==> config.mk <==
export PLATFORM = sky130hd
export DESIGN_NAME = bus_loader
export DESIGN_NICKNAME = d
export VERILOG_FILES = /design/src/rtl/bus_loader.sv
export SDC_FILE = /design/constraint.sdc
export NUM_CORES = 1
export LEC_CHECK = 0
export CAP_MARGIN = 10
export CORE_MARGIN = 3
export CORE_UTILIZATION = 60
export DETAILED_ROUTE_END_ITERATION = 10
export HOLD_SLACK_MARGIN = 0.03
export PLACE_DENSITY = 0.95
export RECOVER_POWER = 25
export SLEW_MARGIN = 25
export SYNTH_ARGS = -nofsm -noshare
export SYNTH_HDL_FRONTEND = slang
export SYNTH_SLANG_ARGS = --single-unit
==> constraint.sdc <==
create_clock -name clock -period 4.7 [get_ports clock]
set_input_delay 0.94 -clock clock [delete_from_list [all_inputs] [get_ports clock]]
set_output_delay 0.94 -clock clock [all_outputs]
set_load 0.03 [all_outputs]
==> src/rtl/bus_loader.sv <==
// Boot loader: accepts program words, writes them to SRAM, reads back a checksum, then releases the processor.
// Latency: 2 cycles per word to load, 2 per word to verify, 1 to check; in_ready is high only while waiting for a word.
module bus_loader #(
  parameter int LOAD_LIMIT = 128,
  parameter int WIDTH      = 9
) (
  input  logic             clock,
  input  logic             reset,
  input  logic             start,
  input  logic [WIDTH-1:0] in_data,
  input  logic             in_valid,
  input  logic             in_last,
  output logic             in_ready,
  output logic [WIDTH-1:0] bus_addr,
  output logic [WIDTH-1:0] bus_dout,
  output logic             bus_w,
  input  logic [WIDTH-1:0] bus_din,
  output logic             proc_run,
  output logic             busy,
  output logic             error
);

  typedef enum logic [2:0] {
    IDLE, ACCEPT, WRITE, VADDR, VACC, CHECK, RUN, FAIL
  } state_t;

  localparam logic [WIDTH-1:0] LAST_ADDR = WIDTH'(LOAD_LIMIT - 1);
  localparam logic [WIDTH-1:0] ONE       = WIDTH'(1);

  state_t           state;
  logic [WIDTH-1:0] count;
  logic [WIDTH-1:0] index;
  logic [WIDTH-1:0] load_sum;
  logic [WIDTH-1:0] verify_sum;
  logic             last_q;

  // All outputs are registered: each is loaded on the edge that enters the state owning it.
  always_ff @(posedge clock or posedge reset) begin
    if (reset) begin
      state      <= IDLE;
      count      <= '0;
      index      <= '0;
      load_sum   <= '0;
      verify_sum <= '0;
      last_q     <= 1'b0;
      in_ready   <= 1'b0;
      bus_addr   <= '0;
      bus_dout   <= '0;
      bus_w      <= 1'b0;
      proc_run   <= 1'b0;
      busy       <= 1'b0;
      error      <= 1'b0;
    end else begin
      case (state)
        IDLE, RUN, FAIL: begin
          if (start) begin
            count      <= '0;
            index      <= '0;
            load_sum   <= '0;
            verify_sum <= '0;
            error      <= 1'b0;
            proc_run   <= 1'b0;
            busy       <= 1'b1;
            in_ready   <= 1'b1;
            bus_addr   <= '0;
            bus_dout   <= '0;
            state      <= ACCEPT;
          end
        end
        ACCEPT: begin
          if (in_valid) begin
            last_q   <= in_last;
            in_ready <= 1'b0;
            bus_w    <= 1'b1;
            bus_addr <= count;
            bus_dout <= in_data;
            state    <= WRITE;
          end
        end
        WRITE: begin
          // bus_dout still holds the captured word during this cycle.
          load_sum <= load_sum + bus_dout;
          count    <= count + ONE;
          bus_w    <= 1'b0;
          bus_dout <= '0;
          if (last_q || count == LAST_ADDR) begin
            index    <= '0;
            bus_addr <= '0;
            state    <= VADDR;
          end else begin
            in_ready <= 1'b1;
            state    <= ACCEPT;
          end
        end
        VADDR: begin
          state <= VACC;
        end
        VACC: begin
          verify_sum <= verify_sum + bus_din;
          index      <= index + ONE;
          if (index + ONE < count) begin
            bus_addr <= index + ONE;
            state    <= VADDR;
          end else begin
            bus_addr <= '0;
            state    <= CHECK;
          end
        end
        CHECK: begin
          busy <= 1'b0;
          if (verify_sum == load_sum) begin
            proc_run <= 1'b1;
            state    <= RUN;
          end else begin
            error <= 1'b1;
            state <= FAIL;
          end
        end
        default: state <= IDLE;
      endcase
    end
  end

endmodule

---- Word-level counts from Yosys, hierarchy flattened ----
Index checks and enable logic that the tools add are counted.
word-level totals
  register bits after elaboration ......... 63
  logic and storage cells ................. 84
cells by class
  $add $sub $neg .......................... 4
  $lt $le $gt $ge ......................... 1
  eq/ne operators ......................... 15
  muxes and demuxes ....................... 29
  reduce and logical (&&, ||, !) cells .... 22
operators with widths
  kind                   count
  $pmux W9 S2            3
  $pmux W9 S3            2
  $mux W9                5
  $pmux W9 S4            1
  $add A9 B1 Y9 const B  2
  $add A9 B9 Y9          2
  $pmux W3 S6            1
  $eq A3 B3 Y1 const B   4
  $ne A2 B2 Y1 const B   6
  $reduce_and A2 Y1      6
  $reduce_and A3 Y1      4
  $eq A9 B7 Y1 const B   1
  $eq A9 B9 Y1           1
  $lt A9 B9 Y1           1
  $mux W3                3
  $mux W1                8
  $pmux W1 S2            4
  $reduce_and A4 Y1      2
  $reduce_bool A2 Y1     4
  $eq A3 B2 Y1 const B   2
  $reduce_bool A3 Y1     2
  $reduce_bool A4 Y1     1
  $eq A3 B1 Y1 const B   1
  $logic_not A3 Y1       1
  other kinds (4)        4

---- Logic depth before layout (Yosys ltp) ----
  word-level depth ........................ 4
  gate-level depth with buffers ........... 12
  depth with buffers taken out ............ 11

---- Least setup slack after synthesis ----
No wires, ideal clock.
  path kind ............................... input to register
  start point ............................. input bus_din[0]
  end point ............................... register verify_sum[8]
  arrival time ............................ 2,428 ps
  data required time ...................... 4,565 ps
  path slack .............................. 2,137 ps
  stages on the path ...................... 7
  path buffers ............................ 0
  cells stage by stage .................... ha_1 > fa_1 > a211oi_1 > o21a_1 > nor2_1 > a311oi_1 > nand3_1
between the ends
  cells in the longest elaborated chain, start to end .. 2
ends and longest elaborated chain
  what                  line  source
  from (decl)           17    input logic [WIDTH-1:0] bus_din,
  $add A9 B9 Y9         99    verify_sum <= verify_sum + bus_din;
  $pmux W9 S2           54    case (state)
  to (signal assigned)  99
  to (decl)             34    logic [WIDTH-1:0] verify_sum;
No other way between the ends.
A chain may end at the register's enable or synchronous reset.

---- Worst setup path after layout ----
  start point ............................. register index[0]
  end point ............................... register state[1]
between the ends
  cells in the longest elaborated chain, start to end .. 4
ends and longest elaborated chain
  what                    line  source
  from (decl)             32    logic [WIDTH-1:0] index;
  from (signal assigned)  100   index <= index + ONE;
  $add A9 B1 Y9           101   if (index + ONE < count) begin
  $lt A9 B9 Y1            101
  $mux W3                 101
  $pmux W3 S6             54
  to (signal assigned)    103   state <= VADDR;
  to (signal assigned)    106   state <= CHECK;
  to (signal assigned)    113   state <= RUN;
  to (decl)               30    state_t state;
No other way between the ends.

==> flow_metrics.tcl <==
set metrics [dict create \
    slowest_stage "dfrtp_1" \
    cts_setup_buffers 0 \
    cts_resized 0 \
    fillers 402 \
    ir_drop_mv 0.355 \
    insertedDiodeCount 0 \
    firstDrtPassIters 5 \
    synth_compound_area_share_pct 20.2 \
    cts_num_sinks 63 \
    startpoint_type "flip-flop" \
    cts_tree "done" \
    synth-edff-count 0 \
    outcome "finished, violations left" \
    viasPerCell 6.32 \
    ys_warn_count 0 \
    max_freq_mhz 339 \
    maxCapViolations 1 \
    avgRoutedWirePerCell_um 16.9 \
    clk_pin_slew_worst_paths_ps 70 \
    dieArea_mm2 0.00755 \
    drt_iter0_drc 300 \
    synth-simple-area-share_pct 19.2 \
    gp_congestion 0.976 \
    die_w_um 86.9 \
    synth_adder_area_share_pct 9.31 \
    design.core.area_mm2 0.00613 \
    synth_xor_area_share_pct 6.03 \
    fin_crit_sh_pct 62.8 \
    hold_viol 0 \
    place_inst 547 \
    clock_path_buffers 2 \
    root_buffer "clkbuf_8" \
    drc 0 \
    crit_buf_inv 1 \
    synth_top_family_by_area "compound AO/OA/AOI/OAI gates" \
    crit_fanout 9 \
    violations "capacitance limit" \
    register_area_mm2 0.00158 \
    rsz0062_at_grt "no" \
    endpoint_kind "flip-flop" \
    ys_types 57 \
    final_cells 563 \
    netlist.area_leader.share_pct 40.2 \
    io_pins 46 \
    cp_cell_sequence "ha_1 -> nand4_1 -> xor2_1 -> inv_1 -> ha_1 -> and4_1 -> o21ai_0 -> a211oi_1 -> or3_1 -> a311oi_2" \
    final_common_cell "nand2_1" \
    drive_gt1_share_pct 5.94 \
    gr-total-overflow 0 \
    die_y_um 86.9 \
    crit_arrival_ps 3160 \
    mappedNetlistNets 492 \
    portBuffers 45 \
    drv_slew 0 \
    grt_usage_pct 27.0 \
    synth_ff_type "dfrtp_1" \
    p_leak_uw 0.00203 \
    nNetsFinal 534 \
    grt_max_degree 40 \
    final_cell_mix "69 x nand2_1, 63 x dfrtp_1, 58 x o21ai_0" \
    tightest_slew_ps 1480 \
    syn_area_per_cell_um2 8.90 \
    fin_crit_ps 2950 \
    path_class "reg -> reg" \
    rows 28 \
    synth_cells 441 \
    cp_top_family "simple AND/OR/NAND/NOR gates" \
    setup_tns_ps 0 \
    skew_ps 12.9 \
    insertion_delay_ps 350 \
    hp-class "reg -> reg" \
    multi_input_area_mm2 0.00219 \
    htree_levels 3 \
    grt_pass1_wl_um 15900 \
    cts_buffers 9 \
    max_stage_delay_ps 480 \
    start_util_pct 64.0 \
    synthToLayoutAreaGrowth_pct 17.4 \
    ant_nets 0 \
    syn-cell-area_mm2 0.00392 \
    hpwl_um 6990 \
    num_vias 3557 \
    ys_async_sr_fraction_pct 100 \
    maxSlewHeadroom_pct 1.43 \
    powerDensity_mw_per_mm2 584 \
    synthTopCellsByArea "dfrtp_1 40%, ha_1 8.3%, o21ai_0 7.4%, nand2_1 6.6%, xor2_1 3.1%" \
    cpMostUsedCell "ha_1" \
    wl_um 9530 \
    synth_seq_cells 63 \
    synth_top_area_cell "dfrtp_1" \
    grt_pass1_vias 3504 \
    setup_viol 0 \
    ys_seq_area_share_pct 40.2 \
    synth_mux_area_share_pct 0.829 \
    hold_buffers 0 \
    cp.required_ps 4900 \
    antenna_found_initial 0 \
]
[worst paths after layout]
check                                   startpoint                       to  slack [ps]  cells after the start
max in group asynchronous                    reset     state[1]$_DFFE_PP0P_        2180                      3
min reg2reg                bus_addr[1]$_DFFE_PP0P_  bus_addr[1]$_DFFE_PP0P_         510                      1
max                           index[0]$_DFFE_PP0P_     state[1]$_DFFE_PP0P_        1750                     10
max reg2reg                   index[0]$_DFFE_PP0P_     state[1]$_DFFE_PP0P_        1750                     10
min in group asynchronous                    reset  bus_dout[7]$_DFFE_PP0P_        1460                      2
min                        bus_addr[1]$_DFFE_PP0P_  bus_addr[1]$_DFFE_PP0P_         510                      1
[registers in the layout, summed over array words and instances (netlist names)]
| register | flops |
|---|---|
| bus_addr | 9 |
| bus_dout | 9 |
| count | 9 |
| index | 9 |
| load_sum | 9 |
| verify_sum | 9 |
| state | 3 |
| bus_w | 1 |
| busy | 1 |
| error | 1 |
| in_ready | 1 |
| last_q | 1 |
| proc_run | 1 |
[power breakdown]
| group | leakage, uW | total [uW] | switching [uW] | internal (uW) |
|---|---|---|---|---|
| logic | 0.00108 | 1280 | 754 | 526 |
| clock network | 0.000105 | 495 | 223 | 273 |
| registers | 0.000840 | 916 | 219 | 697 |
[worst reg2reg max path: cells and delay by family, from the launching register on]
kind	cells	cell delay (ps)
AOI/OAI and AO/OA	3	610
adders and majority gates	2	660
xor gates and xnor gates	1	230
buffers and inverters	1	70
and+or+nand+nor	3	760
DFF	1	480
[per-stage QoR]
step	power [uW]	worst slack (ps)	area [um^2]	utilization (%)	hold WS [ps]
detailed placement	2180	1550	4400	71.7	484
finish	2690	1750	4610	75.2	511
global route	2860	1430	4610	75.2	523
global placement	2120	1640	4400	71.7	480
CTS	2680	1770	4610	75.1	504
floorplan	1810	2140	3920	-	469
[layout make-up]
type	instances	share of cell area, %
multi-input combinational	340	47.4
sequential	63	34.2
tap	75	2.04
inverter	23	1.87
timing repair buffer	46	9.94
clock inverter	5	1.22
clock buffer	11	3.29
[cell families (layout without fill, tap and decap cells)]
kind of cell    after synthesis  after routing
buf+inv                      38             85
flops                        63             63
simple gates                157            157
compound gates              125            125
fa+ha+maj                    28             28
mux                           3              3
xor+xnor                     27             27
[synthesized netlist by cell type, types with 2 or more instances]
| cell type | n |
|---|---|
| a31oi_1 | 3 |
| o21bai_1 | 3 |
| nand2_1 | 69 |
| and2_1 | 5 |
| fa_1 | 2 |
| nor2b_1 | 3 |
| clkbuf_1 | 3 |
| o21ai_0 | 58 |
| a211oi_1 | 7 |
| a22oi_1 | 4 |
| ha_1 | 26 |
| a21oi_1 | 16 |
| xor2_1 | 14 |
| o211ai_1 | 10 |
| a21o_1 | 3 |
| o31ai_1 | 2 |
| and3_1 | 4 |
| inv_1 | 23 |
| nor3_1 | 14 |
| nand2b_1 | 2 |
| nand3_1 | 15 |
| nor2_1 | 20 |
| o21a_1 | 4 |
| buf_2 | 10 |
| mux2_2 | 2 |
| nor4_1 | 2 |
| xnor2_1 | 13 |
| or3_1 | 4 |
| nand4_1 | 8 |
| dfrtp_1 | 63 |
| nor3b_1 | 2 |
| a22o_1 | 2 |
[metal layers]
metal	track usage [%]	up-vias	wire, um	part of all wire (%)
met5	0	-	0	0
met4	13.7	0	286	3.0
met3	3.69	38	628	6.6
met2	44.3	141	4560	48
met1	35.0	1714	4060	43
li1	-	1664	-	-
Note: power is estimated with default switching activity, not from simulation.
